`config.mk`:
```
export PLATFORM = sky130hd
export DESIGN_NAME = control_unidad_segmentada_flat
export DESIGN_NICKNAME = d
export VERILOG_FILES = /design/src/rtl/control_unidad_segmentada_if.sv /design/src/rtl/control_unidad_segmentada.sv /design/src/flat_wrapper.sv
export SDC_FILE = /design/constraint.sdc
export NUM_CORES = 1
export LEC_CHECK = 0
export ABC_AREA = 1
export CAP_MARGIN = 20
export CELL_PAD_IN_SITES_DETAIL_PLACEMENT = 0
export CELL_PAD_IN_SITES_GLOBAL_PLACEMENT = 1
export CORE_MARGIN = 1.5
export CORE_UTILIZATION = 35
export DETAILED_ROUTE_END_ITERATION = 8
export DONT_BUFFER_PORTS = 1
export GPL_ROUTABILITY_DRIVEN = 0
export GPL_TIMING_DRIVEN = 0
export PLACE_DENSITY_LB_ADDON = 0.3
export SLEW_MARGIN = 20
export SYNTH_ARGS = -nofsm -noshare
export SYNTH_HDL_FRONTEND = slang
export SYNTH_SLANG_ARGS = --single-unit
```
`constraint.sdc`:
```
create_clock -name i_clk -period 3.63 [get_ports i_clk]
set_input_delay 0.9075 -clock i_clk [delete_from_list [all_inputs] [get_ports i_clk]]
set_output_delay 0.9075 -clock i_clk [all_outputs]
set_load 0.01 [all_outputs]
```
`src/rtl/control_unidad_segmentada_if.sv`:
```
// ID-stage instruction fields in, registered EX-stage control word out.
interface control_unidad_segmentada_if #(
  parameter int NBITS     = 6,
  parameter int FBITS     = 6,
  parameter int RBITS     = 5,
  parameter int ALUOPBITS = 3
);
  logic                 i_Valid;
  logic [NBITS-1:0]     i_Opcode;
  logic [FBITS-1:0]     i_Funct;
  logic [RBITS-1:0]     i_Rs;
  logic [RBITS-1:0]     i_Rt;
  logic                 i_Flush;
  logic                 o_Stall;
  logic                 o_Valid;
  logic [1:0]           o_RegDst;
  logic                 o_Jump, o_JumpReg, o_Branch, o_BranchNe, o_MemRead, o_MemToReg;
  logic                 o_MemWrite, o_ALUSrc, o_RegWrite, o_ExtZero, o_Link;
  logic [ALUOPBITS-1:0] o_ALUOp;
  logic [RBITS-1:0]     o_Rt;
  logic                 o_IllegalOp;
  logic                 o_Halted;

  modport master (
    output i_Valid, i_Opcode, i_Funct, i_Rs, i_Rt, i_Flush,
    input  o_Stall, o_Valid, o_RegDst, o_Jump, o_JumpReg, o_Branch, o_BranchNe,
           o_MemRead, o_MemToReg, o_MemWrite, o_ALUSrc, o_RegWrite, o_ExtZero,
           o_Link, o_ALUOp, o_Rt, o_IllegalOp, o_Halted
  );

  modport slave (
    input  i_Valid, i_Opcode, i_Funct, i_Rs, i_Rt, i_Flush,
    output o_Stall, o_Valid, o_RegDst, o_Jump, o_JumpReg, o_Branch, o_BranchNe,
           o_MemRead, o_MemToReg, o_MemWrite, o_ALUSrc, o_RegWrite, o_ExtZero,
           o_Link, o_ALUOp, o_Rt, o_IllegalOp, o_Halted
  );
endinterface

```
`src/rtl/control_unidad_segmentada.sv`:
```
// Pipelined main decoder: ID decode, load-use hazard detection, ID/EX control
// register with bubble insertion on stall, flush, illegal opcode and halt.
module control_unidad_segmentada #(
  parameter int NBITS     = 6,
  parameter int FBITS     = 6,
  parameter int RBITS     = 5,
  parameter int ALUOPBITS = 3
) (
  input logic i_clk,
  input logic i_reset,
  control_unidad_segmentada_if.slave bus
);
  typedef struct packed {
    logic [1:0]           reg_dst;
    logic                 jump, jump_reg, branch, branch_ne, mem_read, mem_to_reg;
    logic                 mem_write, alu_src, reg_write, ext_zero, link;
    logic [ALUOPBITS-1:0] alu_op;
  } ctrl_t;

  ctrl_t            dec, bubble, ctrl_d, ctrl_q;
  logic             illegal, is_halt, uses_rs, uses_rt, stall;
  logic             valid_d, valid_q, ill_d, ill_q, halted_d, halted_q;
  logic [RBITS-1:0] rt_d, rt_q;

  always_comb begin
    bubble        = '0;
    bubble.alu_op = '1;
  end

  always_comb begin
    dec     = '0;
    illegal = 1'b0;
    is_halt = 1'b0;
    uses_rs = 1'b1;
    uses_rt = 1'b0;
    case (bus.i_Opcode)
      6'b000000: begin
        if (bus.i_Funct == 6'b001000) begin
          dec.reg_dst  = 2'b01;
          dec.jump_reg = 1'b1;
          dec.alu_op   = '1;
        end else begin
          dec.reg_dst   = 2'b01;
          dec.reg_write = 1'b1;
          dec.alu_op    = ALUOPBITS'(3'b010);
          uses_rt       = 1'b1;
        end
      end
      6'b100011: begin
        dec.alu_src = 1'b1; dec.mem_read = 1'b1; dec.mem_to_reg = 1'b1; dec.reg_write = 1'b1;
      end
      6'b101011: begin
        dec.alu_src = 1'b1; dec.mem_write = 1'b1; uses_rt = 1'b1;
      end
      6'b000100: begin
        dec.branch = 1'b1; dec.alu_op = ALUOPBITS'(3'b001); uses_rt = 1'b1;
      end
      6'b000101: begin
        dec.branch = 1'b1; dec.branch_ne = 1'b1; dec.alu_op = ALUOPBITS'(3'b001); uses_rt = 1'b1;
      end
      6'b000010: begin
        dec.jump = 1'b1; dec.alu_op = '1; uses_rs = 1'b0;
      end
      6'b000011: begin
        dec.jump = 1'b1; dec.link = 1'b1; dec.reg_write = 1'b1;
        dec.reg_dst = 2'b10; dec.alu_op = '1; uses_rs = 1'b0;
      end
      6'b001000: begin
        dec.alu_src = 1'b1; dec.reg_write = 1'b1;
      end
      6'b001100: begin
        dec.alu_src = 1'b1; dec.reg_write = 1'b1; dec.ext_zero = 1'b1; dec.alu_op = ALUOPBITS'(3'b011);
      end
      6'b001101: begin
        dec.alu_src = 1'b1; dec.reg_write = 1'b1; dec.ext_zero = 1'b1; dec.alu_op = ALUOPBITS'(3'b100);
      end
      6'b001111: begin
        dec.alu_src = 1'b1; dec.reg_write = 1'b1; dec.alu_op = ALUOPBITS'(3'b101); uses_rs = 1'b0;
      end
      6'b111111: begin
        is_halt = 1'b1; uses_rs = 1'b0;
      end
      default: begin
        illegal = 1'b1; uses_rs = 1'b0;
      end
    endcase
  end

  // Gated by reset so the stall drops the moment reset asserts.
  assign stall = !i_reset && bus.i_Valid && !bus.i_Flush && !halted_q && valid_q &&
                 ctrl_q.mem_read && (rt_q != '0) &&
                 ((uses_rs && rt_q == bus.i_Rs) || (uses_rt && rt_q == bus.i_Rt));

  always_comb begin
    ctrl_d   = bubble;
    valid_d  = 1'b0;
    rt_d     = '0;
    ill_d    = 1'b0;
    halted_d = halted_q;
    if (!(halted_q || bus.i_Flush || stall)) begin
      if (!bus.i_Valid || illegal) begin
        ill_d = bus.i_Valid && illegal;
      end else if (is_halt) begin
        halted_d = 1'b1;
      end else begin
        ctrl_d  = dec;
        valid_d = 1'b1;
        rt_d    = bus.i_Rt;
      end
    end
  end

  always_ff @(posedge i_clk or posedge i_reset) begin
    if (i_reset) begin
      ctrl_q   <= '0;
      valid_q  <= 1'b0;
      rt_q     <= '0;
      ill_q    <= 1'b0;
      halted_q <= 1'b0;
    end else begin
      ctrl_q   <= ctrl_d;
      valid_q  <= valid_d;
      rt_q     <= rt_d;
      ill_q    <= ill_d;
      halted_q <= halted_d;
    end
  end

  assign bus.o_Stall     = stall;
  assign bus.o_Valid     = valid_q;
  assign bus.o_RegDst    = ctrl_q.reg_dst;
  assign bus.o_Jump      = ctrl_q.jump;
  assign bus.o_JumpReg   = ctrl_q.jump_reg;
  assign bus.o_Branch    = ctrl_q.branch;
  assign bus.o_BranchNe  = ctrl_q.branch_ne;
  assign bus.o_MemRead   = ctrl_q.mem_read;
  assign bus.o_MemToReg  = ctrl_q.mem_to_reg;
  assign bus.o_MemWrite  = ctrl_q.mem_write;
  assign bus.o_ALUSrc    = ctrl_q.alu_src;
  assign bus.o_RegWrite  = ctrl_q.reg_write;
  assign bus.o_ExtZero   = ctrl_q.ext_zero;
  assign bus.o_Link      = ctrl_q.link;
  assign bus.o_ALUOp     = ctrl_q.alu_op;
  assign bus.o_Rt        = rt_q;
  assign bus.o_IllegalOp = ill_q;
  assign bus.o_Halted    = halted_q;
endmodule

```
`src/flat_wrapper.sv`:
```
// flat-port wrapper written by rule: the top's interface ports become plain ports
module control_unidad_segmentada_flat 
#(
  parameter int NBITS     = 6,
  parameter int FBITS     = 6,
  parameter int RBITS     = 5,
  parameter int ALUOPBITS = 3
)
  (i_clk, i_reset, bus_i_Valid, bus_i_Opcode, bus_i_Funct, bus_i_Rs, bus_i_Rt, bus_i_Flush, bus_o_Stall, bus_o_Valid, bus_o_RegDst, bus_o_Jump, bus_o_JumpReg, bus_o_Branch, bus_o_BranchNe, bus_o_MemRead, bus_o_MemToReg, bus_o_MemWrite, bus_o_ALUSrc, bus_o_RegWrite, bus_o_ExtZero, bus_o_Link, bus_o_ALUOp, bus_o_Rt, bus_o_IllegalOp, bus_o_Halted);
  control_unidad_segmentada_if #(.NBITS(NBITS), .FBITS(FBITS), .RBITS(RBITS), .ALUOPBITS(ALUOPBITS)) bus_i ();
  input logic i_clk;
  input logic i_reset;
  input wire logic [$bits(bus_i.i_Valid)-1:0] bus_i_Valid;
  input wire logic [$bits(bus_i.i_Opcode)-1:0] bus_i_Opcode;
  input wire logic [$bits(bus_i.i_Funct)-1:0] bus_i_Funct;
  input wire logic [$bits(bus_i.i_Rs)-1:0] bus_i_Rs;
  input wire logic [$bits(bus_i.i_Rt)-1:0] bus_i_Rt;
  input wire logic [$bits(bus_i.i_Flush)-1:0] bus_i_Flush;
  output wire logic [$bits(bus_i.o_Stall)-1:0] bus_o_Stall;
  output wire logic [$bits(bus_i.o_Valid)-1:0] bus_o_Valid;
  output wire logic [$bits(bus_i.o_RegDst)-1:0] bus_o_RegDst;
  output wire logic [$bits(bus_i.o_Jump)-1:0] bus_o_Jump;
  output wire logic [$bits(bus_i.o_JumpReg)-1:0] bus_o_JumpReg;
  output wire logic [$bits(bus_i.o_Branch)-1:0] bus_o_Branch;
  output wire logic [$bits(bus_i.o_BranchNe)-1:0] bus_o_BranchNe;
  output wire logic [$bits(bus_i.o_MemRead)-1:0] bus_o_MemRead;
  output wire logic [$bits(bus_i.o_MemToReg)-1:0] bus_o_MemToReg;
  output wire logic [$bits(bus_i.o_MemWrite)-1:0] bus_o_MemWrite;
  output wire logic [$bits(bus_i.o_ALUSrc)-1:0] bus_o_ALUSrc;
  output wire logic [$bits(bus_i.o_RegWrite)-1:0] bus_o_RegWrite;
  output wire logic [$bits(bus_i.o_ExtZero)-1:0] bus_o_ExtZero;
  output wire logic [$bits(bus_i.o_Link)-1:0] bus_o_Link;
  output wire logic [$bits(bus_i.o_ALUOp)-1:0] bus_o_ALUOp;
  output wire logic [$bits(bus_i.o_Rt)-1:0] bus_o_Rt;
  output wire logic [$bits(bus_i.o_IllegalOp)-1:0] bus_o_IllegalOp;
  output wire logic [$bits(bus_i.o_Halted)-1:0] bus_o_Halted;
  assign bus_i.i_Valid = bus_i_Valid;
  assign bus_i.i_Opcode = bus_i_Opcode;
  assign bus_i.i_Funct = bus_i_Funct;
  assign bus_i.i_Rs = bus_i_Rs;
  assign bus_i.i_Rt = bus_i_Rt;
  assign bus_i.i_Flush = bus_i_Flush;
  assign bus_o_Stall = bus_i.o_Stall;
  assign bus_o_Valid = bus_i.o_Valid;
  assign bus_o_RegDst = bus_i.o_RegDst;
  assign bus_o_Jump = bus_i.o_Jump;
  assign bus_o_JumpReg = bus_i.o_JumpReg;
  assign bus_o_Branch = bus_i.o_Branch;
  assign bus_o_BranchNe = bus_i.o_BranchNe;
  assign bus_o_MemRead = bus_i.o_MemRead;
  assign bus_o_MemToReg = bus_i.o_MemToReg;
  assign bus_o_MemWrite = bus_i.o_MemWrite;
  assign bus_o_ALUSrc = bus_i.o_ALUSrc;
  assign bus_o_RegWrite = bus_i.o_RegWrite;
  assign bus_o_ExtZero = bus_i.o_ExtZero;
  assign bus_o_Link = bus_i.o_Link;
  assign bus_o_ALUOp = bus_i.o_ALUOp;
  assign bus_o_Rt = bus_i.o_Rt;
  assign bus_o_IllegalOp = bus_i.o_IllegalOp;
  assign bus_o_Halted = bus_i.o_Halted;
  control_unidad_segmentada #(.NBITS(NBITS), .FBITS(FBITS), .RBITS(RBITS), .ALUOPBITS(ALUOPBITS)) u_core (.i_clk(i_clk), .i_reset(i_reset), .bus(bus_i));
endmodule
```
==> results.md, run 1 <==
- Total I/O pin count: between 50 and 60
- Hold_buf cts: 0
- Worst vdd ir: 155 µV
- Final worst path period share: 0.881
- ANT cells: 0
- Final wirelength: around 2800 µm
- Cell count after synthesis: 177
- Vias per cell: between 4 and 5
- Fin Setup TNS: 0 ns
- Largest net degree at the start of global routing: 25
- CORE AREA: between 3000 and 4000 µm²
- Final net count: 208
- Clk slew on worst S/H paths: 0.08 ns
- Final setup vio count: 0
- Post-CTS Setup Inserts: 0
- H-tree levels: 1
- CTS Sinks: 23
- Number of CTS-inserted buffers: 3
- P_leak: approximately 0.77 nW
- Startpoint types: input port
- Hold WC Path Type: reg -> reg
- YS warnings: 0
- Fillers: 398
- Final Instance Area: 1420 µm²
- CP required: 2.72 ns
- Post_cts resized: 0
- Cell mode on critical path: inv_1
- Largest fanout on the critical path: 24
- Clock buffer depth: 2
- Number of global-route vias before repair: 1,070
- Synth cell types: 21
- WL per Instance: 12.1 µm
- Layout cells sized above 1: 0.122
- Final hold vios: 0
- DRC: 0
- Worst-Skew Late Latency: 0.26 ns
- Crit end category: primary output
- # port buffers: 0
- 1st-pass router iterations: 4
- Syn Area/Cell: 7.42 µm²
- Multi-input gate area: ~580 µm²
- Via count: 1,065
- Worst R2R Setup Slack: around 1.8 ns
- RSZ-0062 raised after global routing: false
- First-pass GRT wire length: between 4000 and 5000 µm
- Total track usage: 0.141
- Synthesized area: 1310 µm²
- Least-Margin Pin Slew: just under 0.9 ns
- Starting Density: 0.362
- Seq/Total Area, Yosys: 0.438
- Clk_skew: 0.00522 ns
- HPWL Detailed: approximately 2300 µm
- Chip Width: 64.3 µm
- Minimum clock period: 3.20 ns
- PwrDens: ~320 nW/µm²
- Initial antenna violation count: 0
- Final cell count without fillers: 229
- Most common cell after layout, fill and taps aside: nor2_1
- Detailed router's first-iteration violation count: 57
- Outcome: finished clean
- Die H: 64.3 µm
- TritonCTS clock tree: yes
- Crit path max-delay family: buffers and inverters
- Worst path max stage delay: 0.61 ns
- FMAX: 313 MHz
- Hold slack: 0.603 ns
- Setup CP Type: in -> out
- Max_cap viols: 0
- Antenna viol nets, final: 0
- Placed Cells: 225
- CP Cell Sequence: inv_1 -> nand4_1 -> a31oi_1 -> nand2_4 -> inv_1
- Syn Nets: 203
- Slowest library cell on the worst path: inv_1
- Register area: 576 µm²
- CP bufs+invs: 2
- Die area: 4130 µm²
- Root buffer cell: clkbuf_8
- Slew HR: 0.420
- Area Overhead vs Synth: 8.29%
- Placement Cell Area: 1370 µm²
- Commonest non-fill, non-tap cells in the layout: nor2_1, inv_1, nand2_1
- Grt total ovfl: 0
- Fin. max-slew vios: 0
- Synthesized flop and latch total: 23
- Placement Rows: 22
- WP data arrival: 2.29 ns
Yosys cell counts:
master    number  share of area
a21oi_4        1          0.012
nand2_1       34          0.097
xnor2_1        5          0.033
nor2_1        36           0.10
o21ai_0        2         0.0076
dfrtp_1       23           0.44
buf_6          2          0.017
a31oi_1        1         0.0048
nand2_2        3          0.014
or2_2          1         0.0048
nand3_1       13          0.050
a221oi_1       1         0.0067
nor2_2         7          0.033
nand4_1        6          0.029
nand3_4        1          0.013
nand3b_1       1         0.0057
buf_4          1         0.0057
nand2_4        1         0.0086
nand3_2        1         0.0076
nor3_1         3          0.011
inv_1         34          0.097
cell families after synthesis:
family / count (synthesis) / share of synthesized area
compound gates: 5 / 0.0314
xor+xnor: 5 / 0.0333
buf+inv: 37 / 0.120
flops: 23 / 0.438
simple gates: 107 / 0.377
stage by stage:
step / setup slack [ns] / total power [mW] / util
global placement: 0.374 / 0.299 / 0.378
CTS: 0.331 / 0.458 / 0.392
global route: 0.176 / 0.474 / 0.392
detailed placement: 0.341 / 0.299 / 0.378
finish: 0.432 / 0.451 / 0.392
floorplan: 0.679 / 0.293 / -
tightest hold or removal path, cell delays in order (launching register included):
cell and delay, ns:
dfrtp_1 0.45, inv_1 0.06, nand2_1 0.06
final timing paths:
check | from | end | cells past startpoint
max | i_reset | bus_o_Stall | 5
max reg2reg | u_core.bus.o_Halted | u_core.bus.o_MemWrite | 7
min in group asynchronous | i_reset | u_core.bus.o_RegDst[0] | 1
min | u_core.bus.o_Halted | u_core.bus.o_Halted | 2
min reg2reg | u_core.bus.o_Halted | u_core.bus.o_Halted | 2
max in group asynchronous | i_reset | u_core.bus.o_Rt[2] | 1
layout make-up:
| class | count | share of cell area |
|---|---|---|
| flip-flops and latches | 23 | 0.405 |
| clock buffers | 3 | 0.0290 |
| inverters | 34 | 0.0897 |
| plain buffers | 3 | 0.0211 |
| well taps | 48 | 0.0422 |
| clock inverters | 1 | 0.00528 |
| multi-input cells | 117 | 0.408 |
sequential cells by signal (all words and copies together), names as in the netlist:
signal	count
u_core.bus.o_IllegalOp	1
u_core.bus.o_MemWrite	1
u_core.bus.o_Jump	1
u_core.bus.o_ALUSrc	1
u_core.bus.o_Rt	5
u_core.bus.o_MemRead	1
u_core.bus.o_ExtZero	1
u_core.bus.o_BranchNe	1
u_core.bus.o_JumpReg	1
u_core.bus.o_Link	1
u_core.bus.o_RegDst	2
u_core.bus.o_Halted	1
u_core.bus.o_RegWrite	1
u_core.bus.o_Valid	1
u_core.bus.o_ALUOp	3
u_core.bus.o_Branch	1
power by group:
part	internal [mW]	switching, mW	leakage [nW]	total [mW]
Combinational	0.0127	0.0245	0.446	0.0373
Clock	0.0774	0.0804	0.0217	0.158
Sequential	0.256	0	0.301	0.256
Total	0.346	0.105	0.768	0.451
routing by layer:
metal / wire, µm / vias to the layer above / GRT usage
met3: 190 / 2 / 0.0299
li1: - / 542 / -
met5: 0 / - / 0
met2: 1290 / 40 / 0.240
met1: 1270 / 481 / 0.177
met4: 29 / 0 / 0.0479
Power figures use the tool's default switching activity.
==> run 2, diff against run 1 <==
Settings changed: SLEW_MARGIN 20 to unset.
==> results of run 2 <==
No change in the layout: final DEF, timing and power equal those of run 1.
